<file path="src/rtl/mac_job_arbiter.sv">
// Round-robin arbiter sharing one sample_controller (BRAM + MAC) between N requesters.
// Runs each latched job through the r_valid/read_done/t_valid handshake and routes the result back.
module mac_job_arbiter #(
  parameter int unsigned N        = 4,
  parameter int unsigned IDLE_GAP = 4,
  parameter int unsigned TIMEOUT  = 1023
) (
  input  logic              clk,
  input  logic              rst,
  input  logic [N-1:0]      req,
  input  logic [32*N-1:0]   req_data,
  output logic [N-1:0]      ack,
  output logic [N-1:0]      done,
  output logic [7:0]        res_data,
  output logic              res_err,
  output logic              busy,
  output logic              r_valid,
  output logic [31:0]       in_data,
  input  logic              read_done,
  input  logic              t_valid,
  input  logic [7:0]        out_data
);

  localparam int unsigned IW = (N > 1) ? $clog2(N) : 1;
  localparam int unsigned TW = $clog2(TIMEOUT + 1);
  localparam int unsigned GW = $clog2(IDLE_GAP + 1);

  typedef enum logic [2:0] {IDLE, ISSUE, WAIT_T, RESP, GAP} state_t;

  state_t        state;
  logic [IW-1:0] last;
  logic [TW-1:0] tcnt;
  logic [GW-1:0] gcnt;

  logic [31:0]   jobs [N];
  logic [IW-1:0] grant_c;
  logic [IW-1:0] idx_c;
  logic          grant_vld_c;
  logic          tmo_c;

  for (genvar i = 0; i < N; i++) begin : g_job
    assign jobs[i] = req_data[32*i +: 32];
  end

  // First requesting index searching upward from last+1 with wrap
  always_comb begin
    grant_vld_c = 1'b0;
    grant_c     = '0;
    idx_c       = '0;
    for (int unsigned i = 1; i <= N; i++) begin
      idx_c = IW'((32'(last) + i) % N);
      if (!grant_vld_c && req[idx_c]) begin
        grant_vld_c = 1'b1;
        grant_c     = idx_c;
      end
    end
  end

  assign tmo_c = (tcnt == TW'(TIMEOUT - 1));

  always_ff @(posedge clk or posedge rst) begin
    if (rst) begin
      state    <= IDLE;
      last     <= IW'(N - 1);
      tcnt     <= '0;
      gcnt     <= '0;
      ack      <= '0;
      done     <= '0;
      res_data <= '0;
      res_err  <= 1'b0;
      busy     <= 1'b0;
      r_valid  <= 1'b0;
      in_data  <= '0;
    end else begin
      ack  <= '0;
      done <= '0;
      case (state)
        IDLE: begin
          if (grant_vld_c) begin
            in_data       <= jobs[grant_c];
            last          <= grant_c;
            ack[grant_c]  <= 1'b1;
            tcnt          <= '0;
            r_valid       <= 1'b1;
            busy          <= 1'b1;
            state         <= ISSUE;
          end
        end
        ISSUE: begin
          if (read_done) begin
            r_valid <= 1'b0;
            tcnt    <= '0;
            state   <= WAIT_T;
          end else if (tmo_c) begin
            r_valid    <= 1'b0;
            res_data   <= '0;
            res_err    <= 1'b1;
            done[last] <= 1'b1;
            state      <= RESP;
          end else begin
            tcnt <= tcnt + TW'(1);
          end
        end
        WAIT_T: begin
          if (t_valid) begin
            res_data   <= out_data;
            res_err    <= 1'b0;
            done[last] <= 1'b1;
            state      <= RESP;
          end else if (tmo_c) begin
            res_data   <= '0;
            res_err    <= 1'b1;
            done[last] <= 1'b1;
            state      <= RESP;
          end else begin
            tcnt <= tcnt + TW'(1);
          end
        end
        RESP: begin
          gcnt    <= GW'(IDLE_GAP - 1);
          in_data <= '0;
          state   <= GAP;
        end
        GAP: begin
          // Quiet window so the controller can settle back to idle
          if (gcnt == '0) begin
            busy  <= 1'b0;
            state <= IDLE;
          end else begin
            gcnt <= gcnt - GW'(1);
          end
        end
        default: begin
          r_valid <= 1'b0;
          busy    <= 1'b0;
          state   <= IDLE;
        end
      endcase
    end
  end

endmodule
</file>
<file path="config.mk">
export PLATFORM = sky130hd
export DESIGN_NAME = mac_job_arbiter
export DESIGN_NICKNAME = d
export VERILOG_FILES = /design/src/rtl/mac_job_arbiter.sv
export SDC_FILE = /design/constraint.sdc
export NUM_CORES = 1
export LEC_CHECK = 0
export CAP_MARGIN = 20
export CORE_UTILIZATION = 46
export DETAILED_ROUTE_END_ITERATION = 10
export PLACE_DENSITY = 0.88
export SLEW_MARGIN = 15
export SYNTH_ARGS = -nofsm -noshare
export SYNTH_HDL_FRONTEND = slang
export SYNTH_SLANG_ARGS = --single-unit
</file>
<file path="constraint.sdc">
create_clock -name clk -period 4.8 [get_ports clk]
set_input_delay 1.2 -clock clk [delete_from_list [all_inputs] [get_ports clk]]
set_output_delay 1.2 -clock clk [all_outputs]
set_load 0.01 [all_outputs]
</file>
==> reports/qor.log <==
qor: run_status.run_status finished, violations left
qor: run_status.violations_in_the_final_reports design-rule violations
qor: drt.ant_nets 0
qor: clock_network.tritoncts.num_buffers 9
qor: hold_path.worst_hold_path.num_cells 2
qor: die.core_ar 8850 µm²
qor: power.total_leakage_power 2.79 nW
qor: finish.syn_to_final_growth 51.0%
qor: synthesis.ys_async_sr_fraction 1.00
qor: synthesis.synth_ff_type sky130_fd_sc_hd__dfrtp_1
qor: clock_network.cts.repair.resized 0
qor: sta.final_hold_viol_count 0
qor: setup_path.timing.critical_path.arrival 3.98 ns
qor: synthesis.synth_cell_type_count 55
qor: synthesis.synth.mux.area_fraction 0.186
qor: grt.via_count_of_the_first_global_routing_pass 3940
qor: die.floorplan.die_area 9670 µm²
qor: power.p_int 2.47 mW
qor: clock_network.cts.repair_timing.setup_buffer_count 0
qor: grt.global_route.usage.total 0.277
qor: synthesis.synth_top_family_by_area compound AO/OA/AOI/OAI gates
qor: sta.clock_skew 0.00948 ns
qor: synthesis.synth_top_cell_area_share 0.393
qor: clock_network.clock_sinks 69
qor: setup_path.worst_setup_path_end_kind flop
qor: placed_design.gp_congestion 0.828
qor: synthesis.fraction_of_the_mapped_netlist_area_in_simple_logic_gates 0.137
qor: synthesis.synthesis.nets 544
qor: die.fp.dieH 98.3 µm
qor: clock_network.clk_pin_slew 0.07 ns
qor: drt.vias 3922
qor: drt.dr.first_iter.drc_count 226
qor: clock_network.htreeDepth 3
qor: die.chipWidth 98.3 µm
qor: grt.grt.overflow.total 0
qor: power.net-switching-power 1.86 mW
qor: power.ir_worst_vdd 638 µV
qor: drt.wl_per_cell 19.1 µm
qor: die.floorplan.initialDensity 0.482
qor: drt.drtPass1Iterations 7
qor: synthesis.ys_seq_area_frac 0.405
qor: placed_design.numPlacedInstances 675
qor: synthesis.synth_area_leader_cell sky130_fd_sc_hd__dfrtp_1
qor: synthesis.yosysWarningCount 0
qor: clock_network.clk-insertion-delay-late 0.34 ns
qor: clock_network.ctsHoldBuffers 0
qor: placed_design.post-dp-hpwl 10100 µm
qor: sta.post-route-period-util 0.777
qor: finish.final_nets 730
qor: hold_path.min-delay-path-class reg2reg
qor: synthesis.yosys.area_share.xor_xnor 0.0103
qor: synthesis.synth_enable_flop_cells 0
qor: flow_run.maxCapViolCount 0
qor: sta.worst_slew_pin_slew 1.04 ns
qor: power.power_per_cell_area 672 nW/µm²
qor: finish.drive_above_1_share 0.120
qor: sta.slew_viol_final 0
qor: clock_network.clock_path_buffers 2
qor: drt.route.detailed.drc 18
qor: grt.maximum_number_of_pins_on_one_net_before_global_route_repair 67
qor: die.boundaryPins 195
qor: setup_path.start_kind primary input
qor: setup_path.critical_path_peak_fanout 19
qor: synthesis.synth_compound_gate_area_share 0.186
qor: setup_path.setup.worst_path.class in2reg
qor: drt.vias_per_cell 5.68
qor: setup_path.worstRegToRegCells 9
qor: grt.initial_antenna_violation_count 0
qor: sta.fmaxAchievable 0.268 GHz
qor: sta.timing.max_slew.rel_slack 0.302
qor: power.netSwitchingFraction 0.430
qor: sta.setup_slack 1.07 ns
qor: sta.timing.final.crit_period 3.73 ns
qor: synthesis.post_synth_fa_ha_maj_area_fraction 0.0234
qor: placed_design.post-place-ws 0.744 ns
qor: sta.rsz0062_at_grt no
qor: die.core.rowCount 34
qor: sta.report.final.setup_viol 0
qor: synthesis.synthCells 392
qor: power.seq_power_share 0.235
qor: setup_path.critPathRequiredTime 5.05 ns
qor: drt.routed_wire_length 13200 µm
qor: synthesis.yosys_register_bits 69
qor: synthesis.avgSynthCellArea 10.9 µm²
qor: finish.n_antenna_cell 0
qor: clock_network.ctsRootBufferMaster sky130_fd_sc_hd__clkbuf_8
qor: sta.final_tns_setup 0 ns
qor: synthesis.ys_top_cells_by_area sky130_fd_sc_hd__dfrtp_1, sky130_fd_sc_hd__mux2i_1, sky130_fd_sc_hd__o221ai_2, sky130_fd_sc_hd__nand2_1, sky130_fd_sc_hd__ha_1
qor: synthesis.post_synth_design_cell_area 4270 µm²
qor: placed_design.io_buffer_count 194
qor: clock_network.cts_tree yes
qor: grt.global_route_wire_length_before_repair 21000 µm
qor: finish.layoutNonFillerInstCount 691
qor: sta.holdWs 0.489 ns
qor: power.clockPowerShare 0.118
qor: power.p_comb_frac 0.647
placed cells by master (no fill, tap or decap), types with 5 or more instances in the layout:
cell,synthesis,layout
sky130_fd_sc_hd__a21oi_1,12,12
sky130_fd_sc_hd__a22o_1,8,8
sky130_fd_sc_hd__buf_4,5,6
sky130_fd_sc_hd__clkbuf_8,0,9
sky130_fd_sc_hd__clkdlybuf4s50_1,0,194
sky130_fd_sc_hd__dfrtp_1,67,67
sky130_fd_sc_hd__ha_1,8,8
sky130_fd_sc_hd__inv_1,10,9
sky130_fd_sc_hd__mux2i_1,68,68
sky130_fd_sc_hd__nand2_1,42,41
sky130_fd_sc_hd__nand3_1,8,8
sky130_fd_sc_hd__nor2_1,24,24
sky130_fd_sc_hd__nor2b_1,6,6
sky130_fd_sc_hd__nor3_1,6,6
sky130_fd_sc_hd__o21ai_0,18,18
sky130_fd_sc_hd__o221ai_2,27,27
sky130_fd_sc_hd__xnor2_1,5,5
cell type report:
| class | count | area, µm² |
|---|---|---|
| Clock buffer | 10 | 128 |
| Multi-Input combinational cell | 286 | 2320 |
| Timing Repair Buffer | 201 | 2010 |
| Sequential cell | 69 | 1730 |
| Fill cell | 639 | 2400 |
| Tap cell | 108 | 135 |
| Clock inverter | 6 | 86.3 |
| Inverter | 11 | 41.3 |
state kept, by name, indices dropped and copies added, names as in the netlist:
name and count:
ack 4, gcnt 3, last 2, tcnt 10
busy 1, res_err 1, in_data 32, res_data 8
state 3, r_valid 1, done 4
critical path, stage by stage:
cell and delay [ns]:
sky130_fd_sc_hd__clkdlybuf4s50_1 0.56, sky130_fd_sc_hd__mux4_2 0.60, sky130_fd_sc_hd__nor2_1 0.16, sky130_fd_sc_hd__a2111oi_0 0.09
sky130_fd_sc_hd__a211o_1 0.35, sky130_fd_sc_hd__or2_2 0.51, sky130_fd_sc_hd__buf_4 0.29, sky130_fd_sc_hd__o221ai_2 0.19
cell usage after synthesis, drive strengths merged (3+ instances only):
cell and instances:
inv 10, nor2 24, nor4b 3, or3 4, and2 4, clkbuf 4
a21oi 13, ha 8, mux4 4, nand2 42, dfrtp 67, nor2b 6
nor3 6, mux2i 68, nand3 8, o221ai 31, buf 22, a22o 8
o211ai 5, xnor2 5, nand2b 5, o21ai 18
power groups by stage:
stage | Clock, mW | Combinational (mW) | Sequential (mW)
floorplan | 0 | 2.03 | 1.02
global placement | 0 | 2.72 | 1.01
global route | 0.545 | 3.03 | 1.05
CTS | 0.518 | 2.81 | 1.02
detailed placement | 0 | 2.80 | 1.02
finish | 0.511 | 2.80 | 1.02
cell families after synthesis:
| group | Yosys count |
|---|---|
| xor gates and xnor gates | 5 |
| AOI/OAI and AO/OA | 84 |
| adders and majority gates | 8 |
| muxes | 74 |
| DFF | 69 |
| buffers and inverters | 37 |
| and+or+nand+nor | 115 |
layer usage:
metal,part of all wire,vias up,track usage
met4,0.0068,0,0.0448
met2,0.51,152,0.490
met3,0.083,8,0.0816
met5,0,-,0
li1,-,1836,-
met1,0.40,1926,0.341
metrics by stage:
stage	util	total power, mW	area, µm²
3_3_place_gp	0.704	3.72	6230
5_1_grt	0.728	4.63	6440
2_1_floorplan	-	3.05	4270
3_5_place_dp	0.704	3.83	6230
4_1_cts	0.728	4.35	6440
6_report	0.728	4.33	6440
worst paths after layout:
| kind | from | end | slack (ns) |
|---|---|---|---|
| max in group asynchronous | rst | last[0]$_DFFE_PP1P_ | 2.58 |
| worst max-delay path | req[3] | in_data[31]$_DFFE_PP0P_ | 1.07 |
| worst min-delay path | in_data[12]$_DFFE_PP0P_ | in_data[12]$_DFFE_PP0P_ | 0.49 |
| worst min register to register | in_data[12]$_DFFE_PP0P_ | in_data[12]$_DFFE_PP0P_ | 0.49 |
| worst max register to register | last[0]$_DFFE_PP1P_ | in_data[31]$_DFFE_PP0P_ | 1.18 |
| min in group asynchronous | rst | in_data[29]$_DFFE_PP0P_ | 1.27 |
No activity file was read; power rests on OpenSTA's default activity.
